`config.mk`:
```
export PLATFORM = sky130hd
export DESIGN_NAME = cluster_pwr_seq_flat
export DESIGN_NICKNAME = d
export VERILOG_FILES = /design/src/rtl/cluster_pwr_pkg.sv /design/src/rtl/cluster_pwr_seq_if.sv /design/src/rtl/cluster_pwr_timer.sv /design/src/rtl/sync_cell.sv /design/src/rtl/cluster_pwr_seq.sv /design/src/flat_wrapper.sv
export SDC_FILE = /design/constraint.sdc
export NUM_CORES = 1
export LEC_CHECK = 0
export ABC_AREA = 1
export CORE_MARGIN = 8
export CORE_UTILIZATION = 54
export CTS_BUF_LIST = sky130_fd_sc_hd__clkbuf_8
export CTS_CLUSTER_DIAMETER = 200
export DETAILED_ROUTE_END_ITERATION = 10
export PLACE_DENSITY = 0.81
export SETUP_SLACK_MARGIN = 0.02
export SYNTH_ARGS = -nofsm -noshare
export SYNTH_HDL_FRONTEND = slang
export SYNTH_SLANG_ARGS = --single-unit
export TNS_END_PERCENT = 1
```
`constraint.sdc`:
```
create_clock -name clk_i -period 1.66 [get_ports clk_i]
set_input_delay 0.166 -clock clk_i [delete_from_list [all_inputs] [get_ports clk_i]]
set_output_delay 0.166 -clock clk_i [all_outputs]
set_load 0.01 [all_outputs]
```
`src/rtl/cluster_pwr_pkg.sv`:
```
// Cluster power sequencer: shared state encoding, output bundle
// and parameter defaults.
package cluster_pwr_pkg;

  localparam int unsigned SETTLE_CYCLES_DEF = 16;
  localparam int unsigned RST_CYCLES_DEF    = 8;
  localparam int unsigned ACK_TIMEOUT_DEF   = 1024;

  typedef enum logic [3:0] {
    ST_OFF,
    ST_PU_SWITCH,
    ST_PU_SETTLE,
    ST_PU_RESET,
    ST_PU_UNCLAMP,
    ST_ON,
    ST_PD_CLKOFF,
    ST_PD_CLAMP,
    ST_PD_SWITCH,
    ST_ERR
  } cluster_pwr_state_e;

  typedef struct packed {
    logic ack;
    logic busy;
    logic err;
    logic switch_en;
    logic clamp;
    logic rst_n;
    logic clk_en;
  } cluster_pwr_out_t;

  localparam cluster_pwr_out_t OUT_RST = '{
    ack:       1'b0,
    busy:      1'b0,
    err:       1'b0,
    switch_en: 1'b0,
    clamp:     1'b1,
    rst_n:     1'b0,
    clk_en:    1'b0
  };

  function automatic cluster_pwr_out_t decode(
    input cluster_pwr_state_e s
  );
    cluster_pwr_out_t o;
    o = OUT_RST;
    unique case (s)
      ST_PU_SWITCH,
      ST_PU_SETTLE: begin
        o.switch_en = 1'b1;
        o.busy      = 1'b1;
      end
      ST_PU_RESET: begin
        o.switch_en = 1'b1;
        o.clk_en    = 1'b1;
        o.busy      = 1'b1;
      end
      // clamp drops one cycle ahead of reset release
      ST_PU_UNCLAMP: begin
        o.switch_en = 1'b1;
        o.clk_en    = 1'b1;
        o.clamp     = 1'b0;
        o.busy      = 1'b1;
      end
      ST_ON: begin
        o.switch_en = 1'b1;
        o.clk_en    = 1'b1;
        o.clamp     = 1'b0;
        o.rst_n     = 1'b1;
        o.ack       = 1'b1;
      end
      ST_PD_CLKOFF: begin
        o.switch_en = 1'b1;
        o.clamp     = 1'b0;
        o.rst_n     = 1'b1;
        o.ack       = 1'b1;
        o.busy      = 1'b1;
      end
      ST_PD_CLAMP: begin
        o.switch_en = 1'b1;
        o.ack       = 1'b1;
        o.busy      = 1'b1;
      end
      ST_PD_SWITCH: begin
        o.ack  = 1'b1;
        o.busy = 1'b1;
      end
      ST_ERR: begin
        o.err = 1'b1;
      end
      default: ;
    endcase
    return o;
  endfunction

endpackage

```
`src/rtl/cluster_pwr_seq_if.sv`:
```
// Req/ack handshake between the SoC power manager and the
// cluster power sequencer.
interface cluster_pwr_seq_if;
  logic pwr_req_i;
  logic pwr_ack_o;
  logic busy_o;
  logic err_o;

  modport master (
    output pwr_req_i,
    input  pwr_ack_o,
    input  busy_o,
    input  err_o
  );

  modport slave (
    input  pwr_req_i,
    output pwr_ack_o,
    output busy_o,
    output err_o
  );
endinterface

```
`src/rtl/cluster_pwr_timer.sv`:
```
// Clearable saturating up-counter with compare-equal flag;
// the sequencer supplies the compare value for each state.
module cluster_pwr_timer #(
  parameter int unsigned W = 4
) (
  input  logic         clk_i,
  input  logic         rst_ni,
  input  logic         clr_i,
  input  logic [W-1:0] cmp_i,
  output logic         hit_o
);

  logic [W-1:0] cnt_q;

  always_ff @(posedge clk_i) begin
    if (!rst_ni)
      cnt_q <= '0;
    else if (clr_i)
      cnt_q <= '0;
    else if (cnt_q != '1)
      cnt_q <= cnt_q + W'(1);
  end

  assign hit_o = (cnt_q == cmp_i);

endmodule

```
`src/rtl/sync_cell.sv`:
```
// Generic multi-flop synchronizer for single-bit async inputs.
// Synchronous active-low reset clears the chain to 0.
module sync_cell #(
  parameter int unsigned STAGES = 2
) (
  input  logic clk_i,
  input  logic rst_ni,
  input  logic d_i,
  output logic q_o
);

  logic [STAGES-1:0] ff_q;

  always_ff @(posedge clk_i) begin
    if (!rst_ni) ff_q <= '0;
    else         ff_q <= {ff_q[STAGES-2:0], d_i};
  end

  assign q_o = ff_q[STAGES-1];

endmodule

```
`src/rtl/cluster_pwr_seq.sv`:
```
// Cluster power-domain sequencer: switch, settle, reset, unclamp
// on power-up and the reverse on power-down.
module cluster_pwr_seq
  import cluster_pwr_pkg::*;
#(
  parameter int unsigned SETTLE_CYCLES = SETTLE_CYCLES_DEF,
  parameter int unsigned RST_CYCLES    = RST_CYCLES_DEF,
  parameter int unsigned ACK_TIMEOUT   = ACK_TIMEOUT_DEF
) (
  input  logic              clk_i,
  input  logic              rst_ni,
  cluster_pwr_seq_if.slave  pm,
  input  logic              switch_ack_i,
  output logic              switch_en_o,
  output logic              clamp_o,
  output logic              cluster_rst_no,
  output logic              clk_en_o
);

  localparam int unsigned MAX_SR =
    (SETTLE_CYCLES > RST_CYCLES) ? SETTLE_CYCLES : RST_CYCLES;
  localparam int unsigned CNT_MAX =
    (MAX_SR > ACK_TIMEOUT) ? MAX_SR : ACK_TIMEOUT;
  localparam int unsigned CW = $clog2(CNT_MAX + 1);

  cluster_pwr_state_e state_q, state_d;
  cluster_pwr_out_t   out_q;
  logic               ack_s;
  logic               hit;
  logic [CW-1:0]      cmp;

  sync_cell #(.STAGES(2)) u_sync (
    .clk_i  (clk_i),
    .rst_ni (rst_ni),
    .d_i    (switch_ack_i),
    .q_o    (ack_s)
  );

  // hit fires in the last cycle of a wait, so compare to N-1
  always_comb begin
    cmp = '0;
    unique case (state_q)
      ST_PU_SWITCH,
      ST_PD_SWITCH: cmp = CW'(ACK_TIMEOUT - 1);
      ST_PU_SETTLE: cmp = CW'(SETTLE_CYCLES - 1);
      ST_PU_RESET:  cmp = CW'(RST_CYCLES - 1);
      default:      cmp = '0;
    endcase
  end

  cluster_pwr_timer #(.W(CW)) u_timer (
    .clk_i  (clk_i),
    .rst_ni (rst_ni),
    .clr_i  (state_d != state_q),
    .cmp_i  (cmp),
    .hit_o  (hit)
  );

  always_comb begin
    state_d = state_q;
    unique case (state_q)
      ST_OFF:
        if (pm.pwr_req_i) state_d = ST_PU_SWITCH;
      ST_PU_SWITCH:
        if (ack_s)        state_d = ST_PU_SETTLE;
        else if (hit)     state_d = ST_ERR;
      ST_PU_SETTLE:
        if (hit)          state_d = ST_PU_RESET;
      ST_PU_RESET:
        if (hit)          state_d = ST_PU_UNCLAMP;
      ST_PU_UNCLAMP:      state_d = ST_ON;
      ST_ON:
        if (!pm.pwr_req_i) state_d = ST_PD_CLKOFF;
      ST_PD_CLKOFF:       state_d = ST_PD_CLAMP;
      ST_PD_CLAMP:        state_d = ST_PD_SWITCH;
      ST_PD_SWITCH:
        if (!ack_s)       state_d = ST_OFF;
        else if (hit)     state_d = ST_ERR;
      ST_ERR:
        if (!pm.pwr_req_i && !ack_s) state_d = ST_OFF;
      default:            state_d = ST_OFF;
    endcase
  end

  // outputs register the decode of the next state, so they
  // change on the same edge as the state
  always_ff @(posedge clk_i) begin
    if (!rst_ni) begin
      state_q <= ST_OFF;
      out_q   <= OUT_RST;
    end else begin
      state_q <= state_d;
      out_q   <= decode(state_d);
    end
  end

  assign pm.pwr_ack_o   = out_q.ack;
  assign pm.busy_o      = out_q.busy;
  assign pm.err_o       = out_q.err;
  assign switch_en_o    = out_q.switch_en;
  assign clamp_o        = out_q.clamp;
  assign cluster_rst_no = out_q.rst_n;
  assign clk_en_o       = out_q.clk_en;

endmodule
```
`src/flat_wrapper.sv`:
```
// flat-port wrapper written by rule: the top's interface ports become plain ports
module cluster_pwr_seq_flat import cluster_pwr_pkg::*;
#(
  parameter int unsigned SETTLE_CYCLES = SETTLE_CYCLES_DEF,
  parameter int unsigned RST_CYCLES    = RST_CYCLES_DEF,
  parameter int unsigned ACK_TIMEOUT   = ACK_TIMEOUT_DEF
)
  (clk_i, rst_ni, switch_ack_i, switch_en_o, clamp_o, cluster_rst_no, clk_en_o, pm_pwr_req_i, pm_pwr_ack_o, pm_busy_o, pm_err_o);
  cluster_pwr_seq_if pm_i ();
  input  logic clk_i;
  input  logic rst_ni;
  input  logic switch_ack_i;
  output logic switch_en_o;
  output logic clamp_o;
  output logic cluster_rst_no;
  output logic clk_en_o;
  input wire logic [$bits(pm_i.pwr_req_i)-1:0] pm_pwr_req_i;
  output wire logic [$bits(pm_i.pwr_ack_o)-1:0] pm_pwr_ack_o;
  output wire logic [$bits(pm_i.busy_o)-1:0] pm_busy_o;
  output wire logic [$bits(pm_i.err_o)-1:0] pm_err_o;
  assign pm_i.pwr_req_i = pm_pwr_req_i;
  assign pm_pwr_ack_o = pm_i.pwr_ack_o;
  assign pm_busy_o = pm_i.busy_o;
  assign pm_err_o = pm_i.err_o;
  cluster_pwr_seq #(.SETTLE_CYCLES(SETTLE_CYCLES), .RST_CYCLES(RST_CYCLES), .ACK_TIMEOUT(ACK_TIMEOUT)) u_core (.clk_i(clk_i), .rst_ni(rst_ni), .pm(pm_i), .switch_ack_i(switch_ack_i), .switch_en_o(switch_en_o), .clamp_o(clamp_o), .cluster_rst_no(cluster_rst_no), .clk_en_o(clk_en_o));
endmodule
```
==> results of run 1 <==
==> kinds of logic after synthesis <==
family	after synthesis
DFF	24
muxes	1
buffers and inverters	33
and+or+nand+nor	112
AOI/OAI and AO/OA	13
xor gates and xnor gates	7
adders and majority gates	1
==> what timing repair did <==
item | in CTS | in global routing
gates cloned | 1 | 1
endpoints found under the setup margin | 20 | 22
setup buffers | 0 | 2
pin swaps | 1 | 11
resized for setup | 12 | 32
==> critical path: stages, from the launching register on <==
cell and delay (ns):
dfxtp_2 0.38, nand2_2 0.10, nor2_4 0.12, nand3_2 0.11
nand2_1 0.09, clkinv_1 0.06, nor2_2 0.12, nand2_4 0.10
a21oi_4 0.18, nand2_2 0.11, nand2_4 0.11, nand2_4 0.10
nor3_2 0.22
==> worst max-delay path by stage <==
stage	start	endpoint	cells past startpoint
2_1_floorplan	u_core.state_q[3]	u_core.u_timer.cnt_q[2]	13
3_3_place_gp	u_core.state_q[0]	u_core.u_timer.cnt_q[1]	12
3_5_place_dp	u_core.state_q[3]	u_core.u_timer.cnt_q[1]	12
4_1_cts	u_core.u_timer.cnt_q[7]	u_core.u_timer.cnt_q[4]	12
5_1_grt	u_core.u_timer.cnt_q[6]	u_core.pm.busy_o	13
6_report	u_core.u_timer.cnt_q[7]	u_core.u_timer.cnt_q[2]	12
==> where the power goes <==
group          switching [uW]  total (uW)  leakage, uW  internal [uW]
combinational             547         913     0.000661            366
sequential               41.2         667     0.000200            626
clock                     204         527    0.0000357            323
total                     793        2110     0.000897           1310
==> cells in the final DEF (no fill, tap or decap), types with 2 or more instances in the layout <==
cell type        Yosys  layout
nand2_1             38      31
buf_4                0      28
inv_1               27      24
nor2_1              20      19
dfxtp_1             24      15
nand3_1             17      13
nor3_2              10      12
nand2_2              9      10
clkdlybuf4s50_1      0      10
nand2_4              0       7
inv_2                3       6
dfxtp_2              0       6
nor2_4               2       5
nand3_2              2       5
xor2_1               5       5
a21oi_1              5       4
o21ai_0              4       4
nand4_1              3       3
nor3_1               6       3
clkbuf_8             0       3
dfxtp_4              0       3
nor2_2               4       2
a21oi_4              1       2
xnor2_1              2       2
==> final cells by class <==
type,count,area share (%)
tap,30,1.91
timing repair buffer,40,18.1
sequential,24,25.4
clock inverter,1,1.53
inverter,31,5.92
clock buffer,3,2.10
multi-input combinational,135,45.0
==> per-stage QoR <==
stage	std cells	utilization (%)	cell area [um2]
after detailed placement	256	69.8	1700
after floorplan	191	-	1370
after global placement	256	69.8	1700
after global routing	264	80.8	1960
after CTS	261	74.3	1810
final	264	80.8	1960
==> flip-flops by register name (all words and copies together) (netlist names) <==
name,count
u_core.u_timer.cnt_q,11
u_core.u_sync.ff_q,2
u_core.clamp_o,1
u_core.pm.pwr_ack_o,1
u_core.state_q,4
u_core.cluster_rst_no,1
u_core.pm.err_o,1
u_core.clk_en_o,1
u_core.pm.busy_o,1
u_core.switch_en_o,1
==> metal layers <==
layer	track usage (%)	vias to the layer above
met2	32.2	121
met3	3.39	41
met1	18.4	700
met4	8.80	0
met5	0	-
li1	-	694
==> out/metrics.cfg, run 1 <==
[pwr]
power.total_uw = 2110
ir_worst_vdd_uv = 1690
p_per_area_nw_per_um2 = 1070
leakagePower_uw = 0.000897

[floorplan]
dieArea_um2 = 4400
io_pins = 11
die_height_um = 66.3
core-area_um2 = 2430
core.rowCount = 18
die_w_um = 66.3
initial_core_util_pct = 56.2

[routing]
met3WireLength_um = 461
wire_per_inst_um = 18.1
drt_first_pass_iters = 4
vias = 1556
viasPerCell = 5.89
first_iter_violations = 104
ant_nets = 0
wl_met1_um = 1710
top_layer_used = met4
route.met2.wl_um = 2270
wirelength_um = 4790
drc = 0

[hold_path]
hp-class = in2reg
hold_depth = 3
hp-start = switch_ack_i
hold_path_end = u_core.u_sync.ff_q[0]

[logic_synthesis]
synthSimpleGateAreaFrac_pct = 42.5
async_flop_share_pct = 0
synth-main-ff-cell = dfxtp_1
synth_top_family_by_area = simple AND/OR/NAND/NOR gates
synth_mux_area_share_pct = 0.732
synth_edf_count = 0
synth_area_um2 = 1370
netlist.top_cell.by_area = dfxtp_1
synth_xor_xnor_area_share_pct = 4.48
synth_compound_area_share_pct = 6.04
synth_fa_ha_area_share_pct = 0.915
synth_cell_types = 26
yosysMostFrequentCell = nand2_1
netlist_instances = 191
synth_warnings = 0
synth-seq-cells = 24
synth_top_area_share_pct = 35.1
yosys-top-cells-area = dfxtp_1 35%, nand2_1 10%, inv_1 7.4%
avgSynthCellArea_um2 = 7.16
ys_seq_area_share_pct = 35.1
syn-num-nets = 196
synth_common_cells = 38 x nand2_1, 27 x inv_1, 24 x dfxtp_1, 20 x nor2_1, 17 x nand3_1

[cells_and_area]
drive_gt1_share_pct = 41.0
n_antenna_cell = 0
multiInputGateArea_um2 = 885
regArea_um2 = 499
fin_nets = 240
fill_cells = 113
area_growth_pct = 43.6

[worst_setup_path]
r2r_slack_ns = -0.24
r2r_cells = 12
crit_path_max_fanout = 6
timing.rr.start = u_core.u_timer.cnt_q[7]
worstPathArrival_ns = 2.09
required_ns = 1.85
crit_path_end_kind = register
start_kind = register
path_class = reg2reg
timing.rr.end = u_core.u_timer.cnt_q[2]

[global_routing]
overflow = 0
grt_max_degree = 15
grt_pass1_vias = 1441
antenna_found_initial = 0
grt_pass1_wl_um = 6100
grt_usage_pct = 17.5

[clocking]
holdBufCountCts = 0
cts_buffers = 3
clockRootBuffer = clkbuf_8
cts_buffer_depth = 2
clkLatencyLatePin_ns = 0.28
cts_sinks = 24
cts_tree = yes
clk_pin_slew_ns = 0.09
htree_levels = 1

[placement]
io_buffers = 10
gp_congestion = 0.888
hpwl_um = 2580
post-place-ws_ns = -0.214

[timing]
max_freq_mhz = 527
setup_viol_count_final = 20
worst_slack_ns = -0.238
grt_setup_unrepaired = yes
fin_setup_tns_ns = -2.97
finalCritPeriodShare_pct = 114
finClkSkew_ns = 0.00325
slew-limit-headroom_pct = 74.3
hold_viol = 0
whs_ns = 0.447
tightestPinTransition_ns = 0.386
period_needed_ns = 1.90
slew_violations = 0

[outcome]
status = finished, violations left
violations = setup timing

[flow_run]
maxCapViolCount = 0

Power figures use the tool's default switching activity.
==> run 2: changes to the inputs <==
--- a/config.mk
+++ b/config.mk
@@ -12,7 +12,6 @@
 export CTS_CLUSTER_DIAMETER = 200
 export DETAILED_ROUTE_END_ITERATION = 10
 export PLACE_DENSITY = 0.81
-export SETUP_SLACK_MARGIN = 0.02
 export SYNTH_ARGS = -nofsm -noshare
 export SYNTH_HDL_FRONTEND = slang
 export SYNTH_SLANG_ARGS = --single-unit
==> results of run 2 <==
No change in the layout: final DEF, timing and power equal those of run 1.
